**src/rtl/serial_pkg.sv**
```systemverilog
// Shared constants and FSM state type for the serial link (scheduler and receiver).
// ST_GAP exists only when SERIAL_SCHED_GAP_EN is defined.
package serial_pkg;

    localparam logic [5:0] SOF_SEQ      = 6'b011010;
    localparam int         SOF_LEN      = 6;
    localparam int         FRAME_DATA_W = 32;

    typedef enum logic [1:0] {
        ST_IDLE = 2'd0,
        ST_SOF  = 2'd1,
        ST_DATA = 2'd2
`ifdef SERIAL_SCHED_GAP_EN
        , ST_GAP = 2'd3
`endif
    } sched_state_t;

endpackage

```
**src/rtl/serial_frame_scheduler_if.sv**
```systemverilog
// Requester handshake plus serial line outputs of serial_frame_scheduler.
// master = requester/line consumer side, slave = the scheduler itself.
interface serial_frame_scheduler_if #(
    parameter int NUM_REQ = 4,
    parameter int DATA_W  = serial_pkg::FRAME_DATA_W
) ();
    localparam int IDX_W = $clog2(NUM_REQ);

    logic [NUM_REQ-1:0]        req_valid;
    logic [NUM_REQ*DATA_W-1:0] req_data;
    logic [NUM_REQ-1:0]        req_ready;
    logic                      serData;
    logic                      busy;
    logic [IDX_W-1:0]          grant_id;
    logic                      frame_done;

    modport master (
        output req_valid, req_data,
        input  req_ready, serData, busy, grant_id, frame_done
    );

    modport slave (
        input  req_valid, req_data,
        output req_ready, serData, busy, grant_id, frame_done
    );
endinterface

```
**src/rtl/serial_frame_scheduler_rr_arbiter.sv**
```systemverilog
// Combinational round-robin arbiter: first asserted request at or after ptr, with wrap.
// Produces a one-hot grant and its index; nothing is granted while en is low.
module rr_arbiter #(
    parameter  int NUM_REQ = 4,
    localparam int IDX_W   = $clog2(NUM_REQ)
) (
    input  logic [NUM_REQ-1:0] req,
    input  logic [IDX_W-1:0]   ptr,
    input  logic               en,
    output logic [NUM_REQ-1:0] gnt,
    output logic [IDX_W-1:0]   gnt_idx
);

    localparam logic [IDX_W:0] LIMIT = (IDX_W+1)'(NUM_REQ);

    // NOTE: every signal written here gets a default before the loop, so no latch is inferred.
    always_comb begin
        logic             found;
        logic [IDX_W:0]   slot;
        gnt     = '0;
        gnt_idx = '0;
        found   = 1'b0;
        slot    = '0;
        for (int k = 0; k < NUM_REQ; k++) begin
            // One extra bit holds ptr+k before folding it back into 0..NUM_REQ-1.
            slot = {1'b0, ptr} + (IDX_W+1)'(k);
            if (slot >= LIMIT) begin
                slot = slot - LIMIT;
            end
            if (en && !found && req[slot[IDX_W-1:0]]) begin
                found                   = 1'b1;
                gnt[slot[IDX_W-1:0]]    = 1'b1;
                gnt_idx                 = slot[IDX_W-1:0];
            end
        end
    end

endmodule

```
**src/rtl/serial_frame_scheduler.sv**
```systemverilog
// Round-robin transmit scheduler: SOF sequence then MSB-first word on serData.
// Define SERIAL_SCHED_GAP_EN to insert one idle GAP cycle after every frame.
module serial_frame_scheduler
    import serial_pkg::*;
#(
    parameter int                 NUM_REQ = 4,
    parameter int                 DATA_W  = FRAME_DATA_W,
    parameter logic [SOF_LEN-1:0] SOF     = SOF_SEQ
) (
    input  logic                     clk,
    input  logic                     rst,
    serial_frame_scheduler_if.slave  bus
);

    localparam int IDX_W = $clog2(NUM_REQ);
    localparam int CNT_W = $clog2(DATA_W);

    localparam logic [2:0]       SOF_LAST  = 3'(SOF_LEN - 1);
    localparam logic [CNT_W-1:0] DATA_LAST = CNT_W'(DATA_W - 1);

    sched_state_t        state_q, state_d;
    logic [2:0]          sof_cnt_q, sof_cnt_d;
    logic [CNT_W-1:0]    data_cnt_q, data_cnt_d;
    logic [DATA_W-1:0]   shreg_q, shreg_d;
    logic [IDX_W-1:0]    rr_ptr_q, rr_ptr_d;
    logic [IDX_W-1:0]    grant_id_q, grant_id_d;
    logic                ser_q, ser_d;
    logic                busy_q, busy_d;
    logic                frame_done_q, frame_done_d;

    logic                arb_slot;
    logic                arb_en;
    logic [NUM_REQ-1:0]  gnt;
    logic [IDX_W-1:0]    gnt_idx;
    logic                grant;
    logic [DATA_W-1:0]   word;

`ifdef SERIAL_SCHED_GAP_EN
    assign arb_slot = (state_q == ST_IDLE) || (state_q == ST_GAP);
`else
    assign arb_slot = (state_q == ST_IDLE) ||
                      ((state_q == ST_DATA) && (data_cnt_q == DATA_LAST));
`endif
    // Masking with rst keeps req_ready low for the whole reset window.
    assign arb_en = arb_slot && !rst;
    assign grant  = |gnt;

    rr_arbiter #(.NUM_REQ(NUM_REQ)) u_arb (
        .req     (bus.req_valid),
        .ptr     (rr_ptr_q),
        .en      (arb_en),
        .gnt     (gnt),
        .gnt_idx (gnt_idx)
    );

    always_comb begin
        state_d    = state_q;
        sof_cnt_d  = sof_cnt_q;
        data_cnt_d = data_cnt_q;
        shreg_d    = shreg_q;
        rr_ptr_d   = rr_ptr_q;
        grant_id_d = grant_id_q;
        word       = '0;

        for (int i = 0; i < NUM_REQ; i++) begin
            if (gnt[i]) begin
                word = word | bus.req_data[i*DATA_W +: DATA_W];
            end
        end

        case (state_q)
            ST_IDLE: begin
                if (grant) begin
                    state_d   = ST_SOF;
                    sof_cnt_d = '0;
                end
            end
            ST_SOF: begin
                if (sof_cnt_q == SOF_LAST) begin
                    state_d    = ST_DATA;
                    data_cnt_d = '0;
                end else begin
                    sof_cnt_d = sof_cnt_q + 3'd1;
                end
            end
            ST_DATA: begin
                shreg_d = shreg_q << 1;
                if (data_cnt_q == DATA_LAST) begin
`ifdef SERIAL_SCHED_GAP_EN
                    state_d = ST_GAP;
`else
                    state_d   = grant ? ST_SOF : ST_IDLE;
                    sof_cnt_d = '0;
`endif
                end else begin
                    data_cnt_d = data_cnt_q + 1'b1;
                end
            end
`ifdef SERIAL_SCHED_GAP_EN
            ST_GAP: begin
                state_d   = grant ? ST_SOF : ST_IDLE;
                sof_cnt_d = '0;
            end
`endif
            default: state_d = ST_IDLE;
        endcase

        if (grant) begin
            shreg_d    = word;
            grant_id_d = gnt_idx;
            rr_ptr_d   = (gnt_idx == IDX_W'(NUM_REQ - 1)) ? '0 : gnt_idx + 1'b1;
        end

        // Line outputs are decoded from the next state so they can be driven straight from flops.
        ser_d        = 1'b1;
        busy_d       = 1'b0;
        frame_done_d = 1'b0;
        if (state_d == ST_SOF) begin
            ser_d  = SOF[SOF_LAST - sof_cnt_d];
            busy_d = 1'b1;
        end else if (state_d == ST_DATA) begin
            ser_d        = shreg_d[DATA_W-1];
            busy_d       = 1'b1;
            frame_done_d = (data_cnt_d == DATA_LAST);
        end
    end

    // NOTE: sequential state is updated with <= only; the comb block above uses = for its temporaries.
    always_ff @(posedge clk) begin
        if (rst) begin
            state_q      <= ST_IDLE;
            sof_cnt_q    <= '0;
            data_cnt_q   <= '0;
            // NOTE: the shift register is cleared as well, so an aborted word never resurfaces.
            shreg_q      <= '0;
            rr_ptr_q     <= '0;
            grant_id_q   <= '0;
            ser_q        <= 1'b1;
            busy_q       <= 1'b0;
            frame_done_q <= 1'b0;
        end else begin
            state_q      <= state_d;
            sof_cnt_q    <= sof_cnt_d;
            data_cnt_q   <= data_cnt_d;
            shreg_q      <= shreg_d;
            rr_ptr_q     <= rr_ptr_d;
            grant_id_q   <= grant_id_d;
            ser_q        <= ser_d;
            busy_q       <= busy_d;
            frame_done_q <= frame_done_d;
        end
    end

    assign bus.req_ready  = gnt;
    assign bus.serData    = ser_q;
    assign bus.busy       = busy_q;
    assign bus.grant_id   = grant_id_q;
    assign bus.frame_done = frame_done_q;

endmodule

```
**src/flat_wrapper.sv**
```systemverilog
// flat-port wrapper written by rule: the top's interface ports become plain ports
module serial_frame_scheduler_flat import serial_pkg::*;
#(
    parameter int                 NUM_REQ = 4,
    parameter int                 DATA_W  = FRAME_DATA_W,
    parameter logic [SOF_LEN-1:0] SOF     = SOF_SEQ
)
  (clk, rst, bus_req_valid, bus_req_data, bus_req_ready, bus_serData, bus_busy, bus_grant_id, bus_frame_done);
  serial_frame_scheduler_if #(.NUM_REQ(NUM_REQ), .DATA_W(DATA_W)) bus_i ();
  input  logic clk;
  input  logic rst;
  input wire logic [$bits(bus_i.req_valid)-1:0] bus_req_valid;
  input wire logic [$bits(bus_i.req_data)-1:0] bus_req_data;
  output wire logic [$bits(bus_i.req_ready)-1:0] bus_req_ready;
  output wire logic [$bits(bus_i.serData)-1:0] bus_serData;
  output wire logic [$bits(bus_i.busy)-1:0] bus_busy;
  output wire logic [$bits(bus_i.grant_id)-1:0] bus_grant_id;
  output wire logic [$bits(bus_i.frame_done)-1:0] bus_frame_done;
  assign bus_i.req_valid = bus_req_valid;
  assign bus_i.req_data = bus_req_data;
  assign bus_req_ready = bus_i.req_ready;
  assign bus_serData = bus_i.serData;
  assign bus_busy = bus_i.busy;
  assign bus_grant_id = bus_i.grant_id;
  assign bus_frame_done = bus_i.frame_done;
  serial_frame_scheduler #(.NUM_REQ(NUM_REQ), .DATA_W(DATA_W), .SOF(SOF)) u_core (.clk(clk), .rst(rst), .bus(bus_i));
endmodule
```
**config.mk**
```make
export PLATFORM = sky130hd
export DESIGN_NAME = serial_frame_scheduler_flat
export DESIGN_NICKNAME = d
export VERILOG_FILES = /design/src/rtl/serial_pkg.sv /design/src/rtl/serial_frame_scheduler_if.sv /design/src/rtl/serial_frame_scheduler_rr_arbiter.sv /design/src/rtl/serial_frame_scheduler.sv /design/src/flat_wrapper.sv
export SDC_FILE = /design/constraint.sdc
export NUM_CORES = 1
export LEC_CHECK = 0
export BUFFER_PORTS_ARGS = -buffer_cell sky130_fd_sc_hd__buf_2
export CAP_MARGIN = 20
export CORE_MARGIN = 4
export CORE_UTILIZATION = 35
export DETAILED_ROUTE_END_ITERATION = 10
export SYNTH_ARGS = -nofsm -noshare
export SYNTH_HDL_FRONTEND = slang
export SYNTH_SLANG_ARGS = --single-unit
```
**constraint.sdc**
```tcl
create_clock -name clk -period 10.4 [get_ports clk]
set_clock_uncertainty 0.1 [all_clocks]
set_input_delay 2.08 -clock clk [delete_from_list [all_inputs] [get_ports clk]]
set_output_delay 2.08 -clock clk [all_outputs]
set_load 0.01 [all_outputs]
```
==> results of run 1 <==
==> worst max-delay path, stage by stage <==
cell and delay [ns]:
buf_2 0.38, o31a_1 0.57, nor4_4 0.61, a221o_1 0.24
buf_4 0.36, buf_2 0.21
==> sequential cells by signal, indices dropped and copies added, names as in the netlist, named ones only <==
register               cells
u_core.shreg_q            32
u_core.bus.serData         1
u_core.sof_cnt_q           3
u_core.bus.grant_id        2
u_core.state_q             2
u_core.rr_ptr_q            1
u_core.bus.busy            1
u_core.bus.frame_done      1
u_core.data_cnt_q          5
==> metal layers <==
| metal | GRT usage | vias up | wire length (um) |
|---|---|---|---|
| met2 | 0.290 | 90 | 5190 |
| met4 | 0.0411 | 0 | 122 |
| met5 | 0 | - | 0 |
| met3 | 0.0235 | 10 | 442 |
| li1 | - | 1743 | - |
| met1 | 0.212 | 1643 | 4180 |
==> final timing paths <==
check | end | slack (ns)
worst min-delay path | u_core.bus.grant_id[0]$_SDFFE_PP0P_ | 0.37
worst min register to register | u_core.bus.grant_id[0]$_SDFFE_PP0P_ | 0.37
worst max-delay path | bus_req_ready[2] | 3.72
worst max register to register | u_core.rr_ptr_q[1]$_SDFFE_PP0P_ | 5.90
==> Yosys cell counts, types with 2 or more instances <==
master	count	area (um^2)
inv_1	11	41.3
a21o_1	5	37.5
o21ai_0	7	35.0
a21oi_1	16	80.1
nor2b_1	2	12.5
nor4_4	2	42.5
buf_4	5	37.5
nand3b_1	3	22.5
a221o_1	5	50.1
a22oi_1	66	495
nand2_1	45	169
a32oi_1	2	17.5
clkbuf_1	20	75.1
buf_2	3	15.0
nor3_1	5	25.0
nand2b_1	5	31.3
buf_6	3	33.8
a31oi_1	32	200
ha_1	15	188
mux2_2	32	360
nand3_1	4	20.0
dfxtp_1	49	981
a22o_1	2	17.5
nor2_1	21	78.8
mux2i_1	4	40.0
mux4_2	4	90.1
==> cell type report <==
class,instances,area share
Timing Repair Buffer,147,0.175
Clock inverter,2,0.00878
Inverter,11,0.00966
Clock buffer,6,0.0193
Sequential cell,49,0.230
Multi-Input combinational cell,299,0.520
Tap cell,129,0.0378
==> power by group <==
part / leakage [nW] / switching (W) / internal, W
sequential: 0.401 / 0.0000391 / 0.000258
combinational: 1.29 / 0.000306 / 0.000244
clock: 0.0574 / 0.0000647 / 0.0000782
==> cell families after synthesis <==
group | count (synthesis)
xor+xnor | 1
mux | 40
buf+inv | 43
fa+ha+maj | 15
compound gates | 149
simple gates | 94
flops | 49
==> per-stage QoR <==
| stage | hold slack [ns] | power [W] | utilization |
|---|---|---|---|
| after floorplan | 0.365 | 0.000735 | - |
| after global placement | 0.366 | 0.000841 | 0.443 |
| after detailed placement | 0.353 | 0.000852 | 0.443 |
| after CTS | 0.375 | 0.000999 | 0.456 |
| after global routing | 0.425 | 0.00108 | 0.456 |
| final | 0.368 | 0.000990 | 0.456 |
==> reports/metrics.yaml, run 1 <==
core_um2: 9370
muxShareOfSynthArea: 0.144
portBuffers: 142
cts_made_buffers: 5
grtUsageTotal: 0.165
drtIter0Drc: 149
cts_hold_buf: 0
syn_nets: 540
fin_ws_ns: 3.72
synth.avg_cell_area_um2: 8.71
die_y_um: 107
p_per_area_nw_per_um2: 232
post_cts_buffers: 0
fillCellCount: 981
synth_warnings: 0
drtAntennaViolNets: 0
dieWidth_um: 107
crit_fanout: 51
fin_cells: 643
grt_overflow: 0
multi_input_area_um2: 2220
cts.repair.resized: 0
drive_gt1_frac: 0.387
drtPass1Iterations: 7
cp-start-kind: "input pin"
post-place-ws_ns: 3.74
required_ns: 8.22
totalWireLength_mm: 9.94
cts.path.max_buffers: 2
clk_pin_slew_ns: 0.09
rsz0062_at_grt: "false"
clock_sinks: 49
worstSetupStartpoint: "rst"
fmax_ghz: 0.150
slew_headroom: 0.393
hold_viol: 0
dp_hpwl_mm: 7.46
syn_area_um2: 3410
worst_setup_path_end_kind: "primary output"
synthCells: 391
root_buffer: "clkbuf_8"
antenna_found_initial: 0
register_area_um2: 981
worstSetupPathType: "in2out"
dieArea_um2: 11400
layout_commonest_cell: "buf_2"
gp_congestion: 0.820
tightest_slew_ns: 0.911
p_leak_nw: 1.75
grt_pass1_vias: 3409
post-route-drc-count: 0
area_growth_syn_to_layout_pct: 25.4
synthAdderAreaFrac: 0.0551
status: "finished, final reports clean"
hold_path_class: "reg2reg"
vias: 3486
wl_per_cell_um: 15.5
synth-edff-count: 0
insertion_delay_ns: 0.30
holdPathStages: 2
synth_top_family_by_area: "compound AO/OA/AOI/OAI gates"
reg2reg_depth: 12
tns_ns: 0
synth_seq_cells: 49
drv_slew: 0
drv_cap: 0
rows: 35
htreeDepth: 2
io_pins: 143
start_util: 0.364
nets: 662
place_area_um2: 4150
antennaDiodeCount: 0
place_inst: 635
hp-start: "u_core.bus.grant_id[0]$_SDFFE_PP0P_"
cts_tree: "yes"
grt_pass1_wl_mm: 15.7
synthXorXnorAreaFrac: 0.00257
ys.flop_type: "dfxtp_1"
layout_common_cells: "buf_2, a22oi_1, dfxtp_1"
fin_crit_sh: 0.642
fin_crit_ns: 6.68
async_flop_share: 0
peakVddDrop_mv: 0.140
ys_seq_area_frac: 0.288
yosys.area_share.simple: 0.139
reg2reg_from: "u_core.state_q[0]$_SDFF_PP0_"
setup_viol: 0
routed_via_density: 5.42
stdcell_area_um2: 4270
grt_max_degree: 52
synth_cell_types: 49
cp_data_arrival_time_ns: 4.50
synth-compound-area-share: 0.311
No activity file was read; power rests on OpenSTA's default activity.
==> run 2: changes to the inputs <==
Clock period 10.4 ns to 6.15 ns, I/O delays scaled along.
==> reports/metrics.yaml, run 2 (synthesis results as in run 1) <==
routed.top_layer: "met4"
rsz0062_at_grt: "false"
area_growth_syn_to_layout_pct: 26.1
status: "finished, final reports clean"
drtPass1Iterations: 5
tns_ns: 0
drtAntennaViolNets: 0
finalPower_w: 0.00168
setup_viol: 0
antennaDiodeCount: 0
drive_gt1_frac: 0.391
largest-register: "u_core.shreg_q"
dp_hpwl_mm: 7.74
grt_overflow: 0
drt-met1-wl_mm: 4.15
largest_register_ffs: 32
p_clk_frac: 0.142
htreeDepth: 2
fin_crit_sh: 0.828
antenna_found_initial: 0
peakVddDrop_mv: 0.164
drv_slew: 0
p_sw_frac: 0.411
place_inst: 638
wl_per_cell_um: 15.4
r2r_slack_ns: 1.63
internal-power_w: 0.000990
grt_max_degree: 50
totalWireLength_mm: 9.98
tightest_slew_ns: 0.821
vias: 3468
routed_via_density: 5.37
met3_wirelength_um: 537
stdcell_area_um2: 4300
clock_sinks: 49
post_cts_buffers: 0
fin_cells: 646
layout_commonest_cell: "buf_2"
layout_common_cells: "buf_2, a22oi_1, dfxtp_1"
hold_viol: 0
cts.repair.resized: 0
cts_hold_buf: 0
worst_setup_path_end_kind: "primary output"
core_um2: 9370
insertion_delay_ns: 0.29
wl_met2_mm: 5.16
fin_crit_ns: 5.10
seq_power_share: 0.297
clk_pin_slew_ns: 0.08
crit_fanout: 19
slew_headroom: 0.452
grt_pass1_vias: 3331
die_y_um: 107
gp_congestion: 0.796
top_regs: "u_core.shreg_q x32, u_core.data_cnt_q x5, u_core.sof_cnt_q x3"
place_area_um2: 4180
grtUsageTotal: 0.167
fmax_ghz: 0.196
pwr-share-comb: 0.561
dieWidth_um: 107
cts_tree: "yes"
hold_path_class: "reg2reg"
p_leak_nw: 1.76
cts_made_buffers: 5
whs_ns: 0.366
root_buffer: "clkbuf_8"
dieArea_um2: 11400
cp-start-kind: "flop"
portBuffers: 142
r2r-end: "u_core.bus.frame_done$_SDFF_PP0_"
drtIter0Drc: 162
start_util: 0.364
worstSetupPathType: "reg2out"
io_pins: 143
switching_power_w: 0.000691
required_ns: 4.82
reg2reg_depth: 14
drv_cap: 0
rows: 35
cp_data_arrival_time_ns: 3.77
crit_end: "bus_req_ready[0]"
p_per_area_nw_per_um2: 391
post-route-drc-count: 0
grt_pass1_wl_mm: 15.8
cts.path.max_buffers: 2
nets: 665
run 2: cell types whose count changed in the layout (fill, tap and decap cells not counted):
cell,previous run,this run
buf_4,5,8
run 2: area by class of cell:
cell class,count,area (um^2)
multi-input cells,299,2220
well taps,129,161
clock inverters,2,37.5
clock buffers,6,82.6
inverters,11,41.3
fillers,987,5070
repair buffers,150,771
flip-flops and latches,49,981
run 2: stage by stage:
stage / setup slack [ns] / util
after floorplan: 1.87 / -
after global placement: 1.26 / 0.446
after detailed placement: 1.23 / 0.446
after CTS: 1.05 / 0.458
after global routing: 0.780 / 0.458
final: 1.05 / 0.458
run 2: worst min path at each step:
| stage | from | end | slack, ns | depth (start not counted) |
|---|---|---|---|---|
| 6_report | u_core.bus.grant_id[0]$_SDFFE_PP0P_ | u_core.bus.grant_id[0]$_SDFFE_PP0P_ | 0.37 | 2 |
| 5_1_grt | u_core.bus.grant_id[0]$_SDFFE_PP0P_ | u_core.bus.grant_id[0]$_SDFFE_PP0P_ | 0.40 | 2 |
| 4_1_cts | u_core.bus.grant_id[0]$_SDFFE_PP0P_ | u_core.bus.grant_id[0]$_SDFFE_PP0P_ | 0.36 | 2 |
| 3_5_place_dp | u_core.bus.grant_id[0]$_SDFFE_PP0P_ | u_core.bus.grant_id[0]$_SDFFE_PP0P_ | 0.35 | 2 |
| 3_3_place_gp | u_core.bus.grant_id[0]$_SDFFE_PP0P_ | u_core.bus.grant_id[0]$_SDFFE_PP0P_ | 0.35 | 2 |
| 2_1_floorplan | u_core.shreg_q[0]$_SDFFE_PP0P_ | u_core.shreg_q[0]$_SDFFE_PP0P_ | 0.37 | 2 |
run 2: power by group through the flow:
stage                     registers (W)  logic [W]  clock network (W)
after global placement         0.000506   0.000933                  0
after CTS                      0.000500   0.000948           0.000245
after floorplan                0.000489   0.000754                  0
after detailed placement       0.000508   0.000942                  0
after global routing           0.000516    0.00105           0.000258
final                          0.000500   0.000943           0.000239
run 2: per-layer routing:
layer,GRT usage,vias up
li1,-,1753
met1,0.220,1607
met2,0.290,98
met3,0.0235,10
met4,0.0374,0
met5,0,-
run 2: critical path: stages (launching register included):
cell     delay [ns]
dfxtp_1        0.61
inv_1          0.19
ha_1           0.42
mux4_2         0.66
nor4b_4        0.53
a221o_1        0.79
buf_2          0.27
==> run 3: changes to the inputs <==
Clock period 6.15 ns to 4.4 ns, I/O delays scaled along.
==> reports/metrics.yaml, run 3 (synthesis results as in run 1) <==
clk_pin_slew_ns: 0.10
p_leak_nw: 1.75
cp_data_arrival_time_ns: 3.17
layout_common_cells: "buf_2, a22oi_1, dfxtp_1"
crit_fanout: 10
drtAntennaViolNets: 0
seq_power_share: 0.301
core_um2: 9370
portBuffers: 142
routed_via_density: 5.39
antenna_found_initial: 0
cts_hold_buf: 0
start_util: 0.364
p_sw_frac: 0.434
dieWidth_um: 107
gp_congestion: 0.871
post-place-ws_ns: 0.439
grtUsageTotal: 0.171
fin_crit_ns: 4.15
tns_ns: 0
crit_family: "multiplexers"
hold_viol: 0
cts_made_buffers: 5
crit_chain: "inv_1 > ha_1 > mux4_2 > nor4_4 > a221o_1 > buf_2"
fin_cells: 646
fin_crit_sh: 0.943
path_buf_inv: 2
rsz0062_at_grt: "false"
cts_tree: "yes"
r2r_slack_ns: 0.41
vias: 3483
crit_slowest_cell: "mux4_2"
grt_pass1_wl_mm: 16.0
top_regs: "u_core.shreg_q x32, u_core.data_cnt_q x5, u_core.sof_cnt_q x3"
drv_cap: 0
totalWireLength_mm: 10.2
root_buffer: "clkbuf_8"
register_area_um2: 981
dieArea_um2: 11400
worst_setup_path_end_kind: "primary output"
clock_sinks: 49
fin_util: 0.456
place_inst: 638
wl_per_cell_um: 15.8
drive_gt1_frac: 0.391
die_y_um: 107
cts.repair.resized: 0
htreeDepth: 2
worstSetupPathType: "reg2out"
grt_overflow: 0
rows: 35
grt_max_degree: 41
tightest_slew_ns: 0.522
io_pins: 143
cp-start-kind: "flop"
antennaDiodeCount: 0
largest_register_ffs: 32
dp_hpwl_mm: 7.71
hold_path_class: "reg2reg"
internal-power_w: 0.00131
insertion_delay_ns: 0.31
fmax_ghz: 0.241
post_cts_buffers: 0
drtPass1Iterations: 4
post-route-drc-count: 0
grt_pass1_vias: 3343
whs_ns: 0.393
status: "finished, final reports clean"
fillCellCount: 984
peakVddDrop_mv: 0.386
setup_viol: 0
cts.path.max_buffers: 2
slew_headroom: 0.650
critPathMaxStageDelay_ns: 0.66
p_per_area_nw_per_um2: 540
drtIter0Drc: 174
largest-register: "u_core.shreg_q"
pwr-share-comb: 0.575
layout_commonest_cell: "buf_2"
nets: 665
multi_input_area_um2: 2220
switching_power_w: 0.00100
fin_ws_ns: 0.250
required_ns: 3.42
p_clk_frac: 0.124
area_growth_syn_to_layout_pct: 25.4
drv_slew: 0
run 3: cell count changes in the layout (fill, tap and decap cells not counted), sizes merged:
cell / change
inv: +1
bufinv: -1
clkbuf: -1
clkinvlp: +1
run 3: area by class of cell:
type | instances | share of cell area
Tap cell | 129 | 0.0378
Timing Repair Buffer | 150 | 0.180
Clock inverter | 3 | 0.00615
Clock buffer | 5 | 0.0161
Sequential cell | 49 | 0.230
Inverter | 11 | 0.00967
Multi-Input combinational cell | 299 | 0.520
run 3: worst paths after layout:
kind                            cells after the start                                   to                           startpoint
worst max-delay path                                6                     bus_req_ready[2]      u_core.rr_ptr_q[1]$_SDFFE_PP0P_
worst min-delay path                                2  u_core.bus.grant_id[1]$_SDFFE_PP0P_  u_core.bus.grant_id[1]$_SDFFE_PP0P_
worst max register to register                     13     u_core.bus.frame_done$_SDFF_PP0_      u_core.rr_ptr_q[1]$_SDFFE_PP0P_
worst min register to register                      2  u_core.bus.grant_id[1]$_SDFFE_PP0P_  u_core.bus.grant_id[1]$_SDFFE_PP0P_
run 3: through the flow:
stage	instance area, um^2	power (W)
after floorplan	3410	0.00174
after global placement	4180	0.00202
after detailed placement	4180	0.00203
after CTS	4270	0.00232
after global routing	4270	0.00251
final	4270	0.00231
run 3: power groups by stage:
stage	clock, W	combinational [W]	sequential (W)
after floorplan	0	0.00105	0.000683
after global placement	0	0.00132	0.000700
after detailed placement	0	0.00132	0.000706
after CTS	0.000296	0.00133	0.000695
after global routing	0.000314	0.00149	0.000711
final	0.000286	0.00133	0.000695
run 3: layer usage:
layer	vias to the layer above	wire [um]	track usage
li1	1749	-	-
met1	1640	4500	0.226
met2	85	4970	0.282
met3	9	604	0.0373
met4	0	117	0.0438
met5	-	0	0
run 3: worst register-to-register path, stage by stage, from the launching register on:
cell and delay, ns:
dfxtp_1 0.51, inv_1 0.14, ha_1 0.38, mux4_2 0.66, nand3b_1 0.14, a21oi_1 0.09, a221o_1 0.41, nor4_1 0.43
o21ai_1 0.12, a21oi_1 0.26, inv_1 0.07, ha_1 0.20, nand4b_1 0.20, nor3_1 0.19
